`src/rtl/box_color_pkg.sv`:
```
// rtl/box_color_pkg.sv - shared types, LFSR constants and defaults for box_color_seq
package box_color_pkg;

  // Colour-draw controller states
  typedef enum logic {
    IDLE = 1'b0,
    DRAW = 1'b1
  } state_t;

  // 8-bit Fibonacci LFSR, x^8+x^6+x^5+x^4+1 -> taps on bits 7,5,4,3
  localparam int               LFSR_W    = 8;
  localparam logic [LFSR_W-1:0] LFSR_TAPS = 8'hB8;
  localparam logic [LFSR_W-1:0] LFSR_SEED = 8'hA5;

  // Default palette geometry
  localparam int DEF_PALETTE_SIZE = 18;
  localparam int DEF_IDX_W        = 5;

  // One Fibonacci step: shift left, feedback is the parity of the tapped bits
  function automatic logic [LFSR_W-1:0] lfsr_next(input logic [LFSR_W-1:0] s);
    return {s[LFSR_W-2:0], ^(s & LFSR_TAPS)};
  endfunction

endpackage

```
`src/rtl/box_color_lfsr.sv`:
```
// rtl/box_color_lfsr.sv - seedable free-running 8-bit LFSR with zero-seed guard
module box_color_lfsr
  import box_color_pkg::*;
(
  input  logic              clk_machine,
  input  logic              rst_machine,
  input  logic              i_load,
  input  logic [LFSR_W-1:0] i_seed,
  output logic [LFSR_W-1:0] o_state
);

  logic [LFSR_W-1:0] r_state;

  // Step every cycle; a load wins over the step and a zero seed would lock up, so it is replaced
  always_ff @(posedge clk_machine or posedge rst_machine) begin
    if (rst_machine) begin
      r_state <= LFSR_SEED;
    end else if (i_load) begin
      r_state <= (i_seed == '0) ? LFSR_SEED : i_seed;
    end else begin
      r_state <= lfsr_next(r_state);
    end
  end

  assign o_state = r_state;

endmodule

```
`src/rtl/box_color_seq.sv`:
```
// rtl/box_color_seq.sv - per-box colour index queue; random draws enabled by BOX_COLOR_RANDOM_EN
module box_color_seq
  import box_color_pkg::*;
#(
  parameter int NUM_BOXES    = 2,
  parameter int PALETTE_SIZE = DEF_PALETTE_SIZE,
  parameter int IDX_W        = DEF_IDX_W,
  parameter int MAX_TRIES    = 8
)(
  input  logic                       clk_machine,
  input  logic                       rst_machine,
  input  logic                       i_advance,
  input  logic                       i_mode,
  input  logic                       i_seed_load,
  input  logic [7:0]                 i_seed,
  output logic [NUM_BOXES*IDX_W-1:0] o_color_index,
  output logic                       o_busy,
  output logic                       o_update,
  output logic                       o_overrun
);

  logic [IDX_W-1:0] r_box [NUM_BOXES];
  logic             r_update;
  logic [IDX_W-1:0] w_newest;
  logic [IDX_W-1:0] w_seq;
  logic [IDX_W-1:0] w_new;
  logic             w_commit;

  assign w_newest = r_box[NUM_BOXES-1];
  assign w_seq    = (w_newest == IDX_W'(PALETTE_SIZE - 1)) ? '0 : w_newest + IDX_W'(1);

`ifdef BOX_COLOR_RANDOM_EN
  localparam int               TRY_W    = $clog2(MAX_TRIES + 1);
  localparam logic [TRY_W-1:0] LAST_TRY = TRY_W'(MAX_TRIES - 1);
  localparam logic [IDX_W:0]   PAL_LIM  = (IDX_W + 1)'(PALETTE_SIZE);

  state_t            r_state;
  logic [TRY_W-1:0]  r_tries;
  logic              r_pend;
  logic              r_pend_mode;
  logic              r_overrun;
  logic [LFSR_W-1:0] w_lfsr;
  logic [IDX_W-1:0]  w_cand;
  logic              w_cand_ok;
  logic              w_take;
  logic              w_take_mode;
  logic              w_unused_lfsr;

  box_color_lfsr u_lfsr (
    .clk_machine (clk_machine),
    .rst_machine (rst_machine),
    .i_load      (i_seed_load),
    .i_seed      (i_seed),
    .o_state     (w_lfsr)
  );

  // The candidate uses the LFSR value before any same-edge reload
  assign w_cand        = w_lfsr[IDX_W-1:0];
  assign w_cand_ok     = ({1'b0, w_cand} < PAL_LIM) && (w_cand != w_newest);
  assign w_take        = r_pend | i_advance;
  assign w_take_mode   = r_pend ? r_pend_mode : i_mode;
  assign w_unused_lfsr = ^w_lfsr;

  // Decide whether the queue shifts this cycle and with which colour
  always_comb begin
    w_commit = 1'b0;
    w_new    = w_seq;
    if (r_state == IDLE) begin
      w_commit = w_take && !w_take_mode;
    end else if (w_cand_ok) begin
      w_commit = 1'b1;
      w_new    = w_cand;
    end else if (r_tries == LAST_TRY) begin
      w_commit = 1'b1;
    end
  end

  // Draw controller: accepts advances, holds one pending advance, flags drops
  always_ff @(posedge clk_machine or posedge rst_machine) begin
    if (rst_machine) begin
      r_state     <= IDLE;
      r_tries     <= '0;
      r_pend      <= 1'b0;
      r_pend_mode <= 1'b0;
      r_overrun   <= 1'b0;
    end else begin
      r_overrun <= 1'b0;
      case (r_state)
        IDLE: begin
          if (r_pend) begin
            r_pend    <= 1'b0;
            r_overrun <= i_advance;
          end
          if (w_take && w_take_mode) begin
            r_state <= DRAW;
            r_tries <= '0;
          end
        end
        DRAW: begin
          if (i_advance) begin
            if (r_pend) begin
              r_overrun <= 1'b1;
            end else begin
              r_pend      <= 1'b1;
              r_pend_mode <= i_mode;
            end
          end
          if (w_commit) begin
            r_state <= IDLE;
          end else begin
            r_tries <= r_tries + TRY_W'(1);
          end
        end
        default: r_state <= IDLE;
      endcase
    end
  end

  assign o_busy    = (r_state == DRAW);
  assign o_overrun = r_overrun;
`else
  logic w_unused_in;

  assign w_commit    = i_advance;
  assign w_new       = w_seq;
  assign o_busy      = 1'b0;
  assign o_overrun   = 1'b0;
  assign w_unused_in = ^{i_mode, i_seed_load, i_seed};
`endif

  // Index queue: shift toward box 0 on commit and pulse o_update alongside
  always_ff @(posedge clk_machine or posedge rst_machine) begin
    if (rst_machine) begin
      for (int k = 0; k < NUM_BOXES; k++) begin
        r_box[k] <= IDX_W'((PALETTE_SIZE - 1 + k) % PALETTE_SIZE);
      end
      r_update <= 1'b0;
    end else begin
      r_update <= w_commit;
      if (w_commit) begin
        for (int k = 0; k < NUM_BOXES - 1; k++) begin
          r_box[k] <= r_box[k+1];
        end
        r_box[NUM_BOXES-1] <= w_new;
      end
    end
  end

  for (genvar g = 0; g < NUM_BOXES; g++) begin : g_pack
    assign o_color_index[g*IDX_W +: IDX_W] = r_box[g];
  end

  assign o_update = r_update;

endmodule
```
`config.mk`:
```
export PLATFORM = sky130hd
export DESIGN_NAME = box_color_seq
export DESIGN_NICKNAME = d
export VERILOG_FILES = /design/src/rtl/box_color_pkg.sv /design/src/rtl/box_color_lfsr.sv /design/src/rtl/box_color_seq.sv
export SDC_FILE = /design/constraint.sdc
export NUM_CORES = 1
export LEC_CHECK = 0
export BUFFER_PORTS_ARGS = -buffer_cell sky130_fd_sc_hd__buf_2
export CORE_MARGIN = 1.5
export CORE_UTILIZATION = 37
export CTS_BUF_LIST = sky130_fd_sc_hd__clkbuf_16
export DETAILED_ROUTE_END_ITERATION = 10
export PLACE_DENSITY = 0.73
export SYNTH_ARGS = -nofsm -noshare
export SYNTH_HDL_FRONTEND = slang
export SYNTH_SLANG_ARGS = --single-unit
```
`constraint.sdc`:
```
create_clock -name clk_machine -period 1.1 [get_ports clk_machine]
set_input_delay 0.22 -clock clk_machine [delete_from_list [all_inputs] [get_ports clk_machine]]
set_output_delay 0.22 -clock clk_machine [all_outputs]
set_load 0.02 [all_outputs]
```
Word level (Yosys, flattened, before mapping)
Index checks and enable logic that the tools add are counted.
{"block": "totals", "regBits": 11}
{"block": "classes", "n_eq_ne": 1, "add_sub_neg": 1, "muxes": 1}
{"op": "$add 5x1->5 const B", "count": 1}
{"op": "$eq 5x5->1 const B", "count": 1}
{"op": "$mux 5", "count": 1}

Depth between registers and ports, before layout
{"block": "logic_depth", "depth_word": 2, "depth_mapped": 5, "mapped_depth_nobuf": 5}

Worst setup path before layout
Ideal clock, no wire load.
{"block": "synth_timing", "path_kind": "register -> register", "start": "reg r_box (netlist bit w_newest[0])", "end": "reg r_box (netlist bit w_newest[0])", "setup_slack_ns": -0.246, "stages_incl_launch_ff": 5, "required_ns": 0.975, "arrival_ns": 1.221, "period_less_slack_ns": 1.346, "setup_ns": 0.125, "path_cell_list": "dfrtp_1 -> ha_1 -> and4bb_1 -> nor2_1 -> mux2_4"}
{"block": "synth_via", "elab_chain_cells": 2, "word_cells_on_any_way": 3, "cone_classes": "add/sub (1); eq/ne (1); mux (1)"}
{"element": "start: declaration", "line_no": "box_color_seq.sv:22", "text": "logic [IDX_W-1:0] r_box [NUM_BOXES];"}
{"element": "start signal: indexed assignment", "line_no": "box_color_seq.sv:135", "text": "r_box[k] <= IDX_W'((PALETTE_SIZE - 1 + k) % PALETTE_SIZE);"}
{"element": "start signal: indexed assignment", "line_no": "box_color_seq.sv:142", "text": "r_box[k] <= r_box[k+1];"}
{"element": "start signal: indexed assignment", "line_no": "box_color_seq.sv:144", "text": "r_box[NUM_BOXES-1] <= w_new;"}
{"element": "$add 5x1->5 / $eq 5x5->1 (equally long branches)", "line_no": "box_color_seq.sv:30", "text": "assign w_seq = (w_newest == IDX_W'(PALETTE_SIZE - 1)) ? '0 : w_newest + IDX_W'(1);"}
{"element": "$mux 5 *", "line_no": "box_color_seq.sv:30"}
Mark *: on every way between the ends. The rest lies on a longest branch, timed or not.
A chain may end at the register's enable or synchronous reset.

Final worst setup path
{"block": "layout_timing", "start": "reg r_box (netlist bit w_newest[1])", "end": "reg r_box (netlist bit w_newest[0])"}
{"block": "layout_via", "elab_chain_cells": 2}
{"element": "$eq 5x5->1", "line_no": "box_color_seq.sv:30"}
{"element": "$mux 5", "line_no": "box_color_seq.sv:30"}
No other way between the ends.

==> metrics <==
outcome finished, violations left; failing checks negative setup slack; Worst EP required 1.22 ns; first-pass GRT wire length 1731 um; Comb pwr share between 50% and 60%; GRT overflow 0; Die Width 39.73 um; CP max FO 3; die area roughly 1600 sq um; cell family with most CP delay flip-flops; row count 13; Vias 399; placed cells 70; final hold vios 0; worst flop-to-flop path startpoint w_newest[1]; # DRC 0; RSZ-0062 raised after global routing yes; Synth cell types 22; number of diodes 0; top cells by area, synth dfrtp_1 (45%), mux2_2 (11%), dfstp_2 (11%); leakage power 0.4050 nW; hold endpoint o_update; routed length per placed instance 13.00 um; Max Freq 802.9 MHz; post-synth top area share between 40% and 50%; io pins 26; worst path buffer plus inverter count 1; total power 2.849 mW; Synth top cells by count dfrtp_1 (9), mux2_2 (5); Via density between 4 and 5; Tmin final 1.245 ns; Synth Warn # 0; post-synthesis sequential area ratio 55.64%; root buffer cell clkbuf_16; setup violators final 6; slowest CP cell dfrtp_2; I/O Buffers 13; share of flip-flops with an asynchronous set or reset 100.0%; initial antenna violation count 0; pwr dens 3398 nW/um^2; area leader, netlist dfrtp_1; Core ar. 1285 sq um; Pre-Repair DR Iteration Count 4; reg2reg end w_newest[0]; crit-path max cell delay 0.40 ns; Synth Register Bits 11; clk sinks 11; final antenna-violating net count 0; P_sw 0.9383 mW; R2R cell count 5; Clk pwr share 22.4%; Int Power between 1.5 and 2 mW; Clock Skews 0.0005248 ns; cells along the critical path inv_2 -> ha_4 -> and4bb_1 -> nor2_1 -> mux2_4; CP Data Arrival Time 1.36 ns; gpl congestion 0.7877; H-tree Lvls 1; Hold Path Stages 1; Clk pin slew, worst setup/hold paths 0.04 ns; Synth-to-Final Area Change 67.92%; Detailed Route Iter0 Violations 4; most frequent cell after synthesis dfrtp_1; max_cap viols 0; Syn Area/Cell 13.14 sq um; Startpoint Class flop; top_reg_cell synth dfrtp_1; FF-to-FF setup slack -0.15 ns; CTS max path bufs 2; Synth Cell Area ~500 sq um; Post-Synthesis Cells 38; Max IR drop VDD about 1900 uV; clock buffers created by TritonCTS 3; share of post-route cells with drive strength above 1 between 60% and 70%; Tot GR Track Use 17.62%; CP Class reg2reg; vias in the first global route 410; Hold Startpoint i_advance; Initial Util 38.85%; fin. max-slew vios 0; fin nets 83; Seq pwr share a little over a quarter; hpwl dp around 640 um; critical path capture point type flop; fill cell count 110; Hold Path Class in2reg; Switching Fraction around 33%; Routed WL 1066 um; TritonCTS clock tree built; clk_lat worst skew 0.23 ns; final period utilization 113.2%; Layout Cells excl Fill between 80 and 90; Post-synth EDFFs 0; largest net degree at the start of global routing 14; fin worst setup slack -0.1454 ns; die height between 30 and 40 um
[cell type report]
class,count,area (sq um),share of cell area (%)
Clock buffer,3,75.07,8.955
Clock inverter,1,3.754,0.4478
Inverter,2,7.507,0.8955
Multi-Input combinational cell,23,231.5,27.61
Sequential cell,11,280.3,33.43
Tap cell,15,18.77,2.239
Timing Repair Buffer,27,221.5,26.42
[kinds of logic after synthesis]
logic type,after synthesis,share of synthesized area [%]
flops,11,55.64
simple gates,7,9.022
mux,6,14.28
compound gates,5,8.020
buf+inv,5,5.513
fa+ha+maj,2,5.012
other cells,1,0.7512
xor+xnor,1,1.755
[worst max path at each step]
stage                     slack [ns]     endpoint        start  cells past startpoint
after floorplan                -0.18  w_newest[0]  w_newest[1]                      5
after detailed placement       -0.15  w_newest[0]  w_newest[1]                      5
after global routing           -0.22  w_newest[0]  w_newest[1]                      5
after CTS                      -0.15  w_newest[0]  w_newest[1]                      5
final                          -0.15  w_newest[0]  w_newest[1]                      5
after global placement         -0.13  w_newest[0]  w_newest[1]                      5
[repair_timing]
item	CTS	global route
gates resized for setup	16	3
endpoints found under the hold margin	9	0
setup buffers	6	1
pin swaps	0	3
endpoints found under the setup margin	9	10
hold buffers	1	0
[flip-flops by register name (all words and copies together) (netlist names)]
name / count
o_update: 1
o_color_index: 5
w_newest: 5
[power by group through the flow]
stage	clock, mW	combinational [mW]	sequential [mW]
after floorplan	0	0.347	1.02
after global placement	0	1.03	0.727
after detailed placement	0	1.07	0.731
after CTS	0.648	1.42	0.739
after global routing	0.662	1.62	0.775
final	0.638	1.46	0.746
[layer usage]
metal,routed length (um),vias to the layer above,global-route usage [%]
met2,566,15,31.97
met3,73,0,8.523
met1,426,197,17.25
met5,0,-,0
li1,-,187,-
met4,0,0,5.172
[worst register-to-register path: cells and delay by family (launching register included)]
| family | cells | cell delay (ns) |
|---|---|---|
| flops | 1 | 0.40 |
| simple gates | 2 | 0.29 |
| mux | 1 | 0.25 |
| fa+ha+maj | 1 | 0.12 |
| buf+inv | 1 | 0.07 |
[placed cells by master (no fill, tap or decap)]
cell           instances
buf_4                 10
buf_6                  9
buf_2                  7
dfrtp_1                7
mux2_2                 5
clkbuf_16              3
inv_1                  2
ha_4                   2
conb_1                 2
dfstp_2                2
dfrtp_2                2
inv_2                  1
and4bb_1               1
nand2b_1               1
o22ai_1                1
nand2_1                1
nor3_1                 1
a21o_2                 1
nand4_1                1
xnor2_1                1
nor3b_2                1
a41o_2                 1
a41oi_1                1
a21oi_2                1
nor2_1                 1
mux2_4                 1
dlygate4sd3_1          1
[per-stage QoR]
| step | setup slack, ns | util [%] | instance area (sq um) | setup TNS [ns] | hold slack [ns] |
|---|---|---|---|---|---|
| 2_1_floorplan | -0.1839 | - | 518.0 | -0.3985 | 0.07087 |
| 3_3_place_gp | -0.1329 | 48.78 | 626.9 | -0.3073 | 0.2275 |
| 3_5_place_dp | -0.1516 | 48.78 | 626.9 | -0.3638 | 0.2295 |
| 4_1_cts | -0.1531 | 63.68 | 818.3 | -0.4147 | 0.2647 |
| 5_1_grt | -0.2167 | 65.24 | 838.3 | -0.6105 | 0.2798 |
| 6_report | -0.1454 | 65.24 | 838.3 | -0.3390 | 0.2635 |
(Power assumes the default switching activity.)
